**config.mk**
```make
export PLATFORM = sky130hd
export DESIGN_NAME = pc_unit
export DESIGN_NICKNAME = d
export VERILOG_FILES = /design/src/rtl/pipeline_pkg.sv /design/src/rtl/pc_target_check.sv /design/src/rtl/pc_unit.sv
export SDC_FILE = /design/constraint.sdc
export NUM_CORES = 1
export LEC_CHECK = 0
export ABC_AREA = 1
export ABC_CLOCK_PERIOD_IN_PS = 1900
export CAP_MARGIN = 20
export CORE_MARGIN = 2
export CORE_UTILIZATION = 50
export CTS_CLUSTER_SIZE = 14
export DETAILED_ROUTE_END_ITERATION = 16
export PLACE_DENSITY = 0.79
export SETUP_SLACK_MARGIN = 0.02
export SLEW_MARGIN = 40
export SYNTH_ARGS = -nofsm -noshare
export SYNTH_HDL_FRONTEND = slang
export SYNTH_SLANG_ARGS = --single-unit
```
**constraint.sdc**
```tcl
create_clock -name clk -period 1.9 [get_ports clk]
set_input_delay 0.38 -clock clk [delete_from_list [all_inputs] [get_ports clk]]
set_output_delay 0.38 -clock clk [all_outputs]
set_load 0.03 [all_outputs]
```
**src/rtl/pipeline_pkg.sv**
```systemverilog
// Shared types for the IF-stage PC unit: FSM states,
// trap cause codes and the default fetch step.
package pipeline_pkg;

  typedef enum logic [1:0] {
    BOOT,
    RUN,
    TRAP
  } pc_state_t;

  typedef enum logic [1:0] {
    EXC_NONE     = 2'd0,
    EXC_MISALIGN = 2'd1,
    EXC_RANGE    = 2'd2,
    EXC_FALLOFF  = 2'd3
  } exc_cause_t;

  localparam int DEFAULT_STEP = 4;

endpackage

```
**src/rtl/pc_target_check.sv**
```systemverilog
// Validates a candidate PC (redirect target or PC+STEP)
// against memory range and fetch alignment.
module pc_target_check
  import pipeline_pkg::*;
#(
  parameter int ADDR_W     = 8,
  parameter int STEP       = DEFAULT_STEP,
  parameter int IMEM_BYTES = 128
) (
  input  logic [ADDR_W:0] cand,
  input  logic            is_redirect,
  output logic            ok,
  output exc_cause_t      cause
);

  localparam logic [ADDR_W+1:0] LIMIT =
    (ADDR_W+2)'(IMEM_BYTES);
  localparam logic [ADDR_W:0] MASK =
    (ADDR_W+1)'(STEP - 1);

  logic neg;
  logic over;
  logic mis;

  // Redirect targets are signed; sequential ones never are
  assign neg  = is_redirect & cand[ADDR_W];
  assign over = {1'b0, cand} >= LIMIT;
  assign mis  = |(cand & MASK);

  always_comb begin
    cause = EXC_NONE;
    if (neg || over) begin
      cause = is_redirect ? EXC_RANGE : EXC_FALLOFF;
    end else if (is_redirect && mis) begin
      cause = EXC_MISALIGN;
    end
    ok = (cause == EXC_NONE);
  end

endmodule

```
**src/rtl/pc_unit.sv**
```systemverilog
// IF-stage program counter: boot, stall, redirect, trap.
// Define PC_UNIT_TRACE_EN for a simulation trace.
module pc_unit
  import pipeline_pkg::*;
#(
  parameter int ADDR_W     = 8,
  parameter int STEP       = DEFAULT_STEP,
  parameter int IMEM_BYTES = 128,
  parameter int RESET_ADDR = 0,
  parameter int TRAP_ADDR  = 124,
  parameter int CNT_W      = 16
) (
  input  logic              clk,
  input  logic              rst_n,
  input  logic              pc_write,
  input  logic              redirect_valid,
  input  logic [ADDR_W-1:0] redirect_addr,
  output logic [ADDR_W-1:0] curr_addr,
  output logic              fetch_valid,
  output logic              pc_exc,
  output logic [1:0]        exc_cause,
  output logic [CNT_W-1:0]  adv_count
);

  localparam logic [ADDR_W-1:0] RST_A =
    ADDR_W'(RESET_ADDR);
  localparam logic [ADDR_W-1:0] TRP_A =
    ADDR_W'(TRAP_ADDR);
  localparam logic [ADDR_W:0] STEP_V =
    (ADDR_W+1)'(STEP);
  localparam logic [CNT_W-1:0] CNT_MAX = '1;

  pc_state_t  state;
  logic [ADDR_W:0] cand;
  logic       chk_ok;
  exc_cause_t chk_cause;

  // One checker serves both paths; extra bit keeps
  // the sign of redirects and the carry of PC+STEP
  assign cand = redirect_valid
    ? {redirect_addr[ADDR_W-1], redirect_addr}
    : {1'b0, curr_addr} + STEP_V;

  pc_target_check #(
    .ADDR_W     (ADDR_W),
    .STEP       (STEP),
    .IMEM_BYTES (IMEM_BYTES)
  ) u_chk (
    .cand        (cand),
    .is_redirect (redirect_valid),
    .ok          (chk_ok),
    .cause       (chk_cause)
  );

  always_ff @(posedge clk or negedge rst_n) begin
    if (!rst_n) begin
      state       <= BOOT;
      curr_addr   <= RST_A;
      fetch_valid <= 1'b0;
      pc_exc      <= 1'b0;
      exc_cause   <= EXC_NONE;
      adv_count   <= '0;
    end else begin
      unique case (state)
        BOOT: begin
          state       <= RUN;
          fetch_valid <= 1'b1;
        end
        RUN: begin
          if (redirect_valid || pc_write) begin
            if (chk_ok) begin
              curr_addr <= cand[ADDR_W-1:0];
              if (adv_count != CNT_MAX)
                adv_count <= adv_count + 1'b1;
            end else begin
              state       <= TRAP;
              curr_addr   <= TRP_A;
              fetch_valid <= 1'b0;
              pc_exc      <= 1'b1;
              exc_cause   <= chk_cause;
            end
          end
        end
        TRAP: begin
          state       <= RUN;
          fetch_valid <= 1'b1;
          pc_exc      <= 1'b0;
          exc_cause   <= EXC_NONE;
        end
        default: state <= BOOT;
      endcase
    end
  end

`ifdef PC_UNIT_TRACE_EN
  always @(posedge clk) begin
    $strobe("%0t state=%s pc=%h cause=%0d",
            $time, state.name(), curr_addr, exc_cause);
    if (rst_n && state == RUN && !chk_ok &&
        (redirect_valid || pc_write))
      $strobe("%0t *** TRAP cause=%0d",
              $time, chk_cause);
  end
`endif

endmodule

```
==> flow_summary_export.csv <==
group,metric,value,unit
timing,final.setup.tns,0,ns
pwr,clkPwrFrac,13.4,%
grt,grt_max_degree,31,
yosys,synth.area.top_cells,"dfrtp_1 42%, nand2_1 17%, nand3_1 6.8%",
critical_path,slowest_stage,"clkdlybuf4s50_1",
timing,setup_viol,0,
layout,fin_area,0.00234,mm²
layout,fin_cells,324,
floorplan,die_area,0.00404,mm²
cts,cts.sinks,30,
yosys,synthesis.area,0.00177,mm²
grt,grt_pass1_wl,6.64,mm
timing,maxSlewHeadroom,75.0,%
detailed_routing,routed_wl,4.01,mm
cts,clk_path_buf_depth,2,
detailed_routing,drtIter0Drc,39,
critical_path,path_class,"reg -> out",
timing,rsz0062_at_grt,"no",
timing,period_needed,1.84,ns
yosys,synth-seq-cells,30,
critical_path,r2r_end,"adv_count[8]",
yosys,yosys_warnings,0,
run,maxCapViolCount,0,
floorplan,dieHeight,63.5,µm
grt,grt_use_total,21.3,%
yosys,synth_fp_nets,243,
critical_path,r2r-start,"adv_count[0]",
floorplan,start_util,52.7,%
critical_path,path_buf_inv,1,
placement,place_area,0.00223,mm²
critical_path,critical_path.top_delay_family,"buffers and inverters",
pwr,p_sw,1.29,mW
yosys,synth_top_cell_by_area,"dfrtp_1",
critical_path,path_cells,"clkdlybuf4s50_1",
cts,cts.htree.levels,2,
grt,grt_pass1_vias,1533,
yosys,ys_seq_area_share,42.3,%
layout,fin_nets,293,
cts,numCtsBuffers,5,
layout,antenna_cells,0,
detailed_routing,vias,1625,
timing,final-hold-violation-count,0,
layout,syn_to_final_growth,32.3,%
detailed_routing,antenna_left,0,
cts,clk_latency,0.34,ns
hold_path,worstHoldPathType,"in -> async",
floorplan,pin_count,40,
timing,fin_crit_sh,96.9,%
timing,tightest_slew,0.375,ns
yosys,synth_top_area_share,42.3,%
grt,antenna_found_initial,0,
floorplan,row_count,21,
floorplan,coreArea,0.00336,mm²
detailed_routing,via_per_inst,5.02,
grt,gr-total-overflow,0,
pwr,intPower,1.54,mW
yosys,yosysMostFrequentCell,"nand2_1",
timing,slew_violations,0,
yosys,synthTopCellsByCount,"79 x nand2_1, 30 x dfrtp_1, 24 x nand3_1",
run_status,outcome,"finished clean",
detailed_routing,wl_per_cell,12.4,µm
detailed_routing,drc,0,
yosys,ys_async_sr_fraction,100,%
yosys,synth_edf_count,0,
critical_path,reg2reg_slack,0.17,ns
placement,dpl.hpwl,2.88,mm
pwr,p_seq_share,33.8,%
pwr,leakage,1.35,nW
layout,drive_above_1_share,10.8,%
pwr,power.total,2.83,mW
cts,cts_root_buf,"clkbuf_4",
pwr,power.density,1210,mW/mm²
critical_path,critPathLaunchType,"flip-flop",
pwr,swShare,45.5,%
timing,skew,0.00914,ns
yosys,netlist_instances,229,
placement,gp_congestion,0.881,
critical_path,reg2reg_depth,9,
pwr,p_comb_share,52.8,%
pwr,ir_drop,0.836,mV
yosys,ys_types,29,
floorplan,chipWidth,63.5,µm
critical_path,cp.arrival,1.46,ns
yosys,synth_flop_cell,"dfrtp_1",
critical_path,crit_path_end_kind,"output pin",
cts,cts_tree,"done",
detailed_routing,dr.pass1.iters,4,
yosys,syn_avg_cell_area,7.74,µm²
critical_path,slowest_delay,0.69,ns
critical_path,crit_required,1.52,ns
cts,path_clk_slew,0.09,ns
critical_path,path_max_fanout,4,
timing,fmax,543,MHz
placement,place_inst,316,
placement,port_buffers,39,
==> final cells by class <==
cell class | instances | area, µm²
Fill cell | 319 | 1020
Multi-Input combinational cell | 173 | 905
Sequential cell | 30 | 751
Timing Repair Buffer | 47 | 493
Inverter | 22 | 87.6
Tap cell | 46 | 57.6
Clock buffer | 6 | 51.3
==> layout by cell type (no fill, tap or decap), types with 2 or more instances in the layout <==
master            n
xnor2_1           7
a21oi_1           7
o21ai_1           2
nor2_1           19
dlymetal6s2s_1   14
clkdlybuf4s50_1  21
nand3_2           2
ha_1              2
nor2_4            4
nor2_2            2
xor2_1            6
inv_2             3
clkbuf_4          5
o21ai_0           5
nand4_1           4
inv_1            18
dlygate4sd2_1     4
nand2_1          79
nand3_1          24
a22oi_1           2
dfrtp_1          30
buf_4             7
==> stage by stage <==
stage,utilization [%],worst slack [ns],hold WS (ns)
floorplan,-,0.165,0.0844
global placement,66.3,0.0695,0.459
detailed placement,66.3,0.0302,0.458
CTS,67.7,0.0225,0.425
global route,69.7,0.0206,0.424
finish,69.7,0.0586,0.414
==> per-layer routing <==
layer / global-route usage (%) / up-vias / part of all wire, %
met5: 0 / - / 0
met4: 9.78 / 0 / 1.7
met3: 6.61 / 6 / 5.0
met2: 33.7 / 39 / 47
met1: 26.7 / 756 / 46
li1: - / 824 / -
==> power by group through the flow <==
| stage | Sequential (mW) | Combinational (mW) | Clock (mW) |
|---|---|---|---|
| 2_1_floorplan | 1.22 | 0.713 | 0 |
| 3_3_place_gp | 0.968 | 1.43 | 0 |
| 3_5_place_dp | 0.970 | 1.46 | 0 |
| 4_1_cts | 0.959 | 1.46 | 0.384 |
| 5_1_grt | 0.988 | 1.62 | 0.421 |
| 6_report | 0.957 | 1.49 | 0.379 |
==> cell families (layout without fill, tap and decap cells) <==
logic type	Yosys count	count (layout)	synth area share [%]
AO/OA/AOI/OAI	17	17	5.22
XOR/XNOR	13	13	6.42
adder cells (fa/ha/maj)	2	2	1.41
buffers and inverters	26	75	6.92
flip-flops	30	30	42.3
multiplexers	1	1	0.565
AND/OR/NAND/NOR	140	140	37.1
==> worst max-delay path by stage <==
| stage | from | end | slack, ns | cells after the start |
|---|---|---|---|---|
| 2_1_floorplan | adv_count[0] | adv_count[10] | 0.16 | 9 |
| 3_3_place_gp | redirect_valid | adv_count[7] | 0.07 | 8 |
| 3_5_place_dp | redirect_valid | adv_count[8] | 0.03 | 8 |
| 4_1_cts | adv_count[0] | adv_count[0] | 0.02 | 1 |
| 5_1_grt | adv_count[15] | adv_count[15] | 0.02 | 1 |
| 6_report | adv_count[15] | adv_count[15] | 0.06 | 1 |
==> timing repair <==
action	4_1_cts	5_1_grt
setup endpoints to repair	4	19
cloned	0	0
setup buffers	0	2
hold buffers	0	0
resized for setup	4	15
pin swaps	0	0
==> state kept, by name (all words and copies together) (netlist names) <==
name         flops
pc_exc           1
exc_cause        2
state            2
fetch_valid      1
adv_count       16
curr_addr        8
==> worst reg2reg max path, delay by kind of cell, from the launching register on <==
family	cells	cell delay, ns
and+or+nand+nor	6	0.70
DFF	1	0.44
buffers and inverters	2	0.26
adders and majority gates	1	0.22
Power figures use the tool's default switching activity.
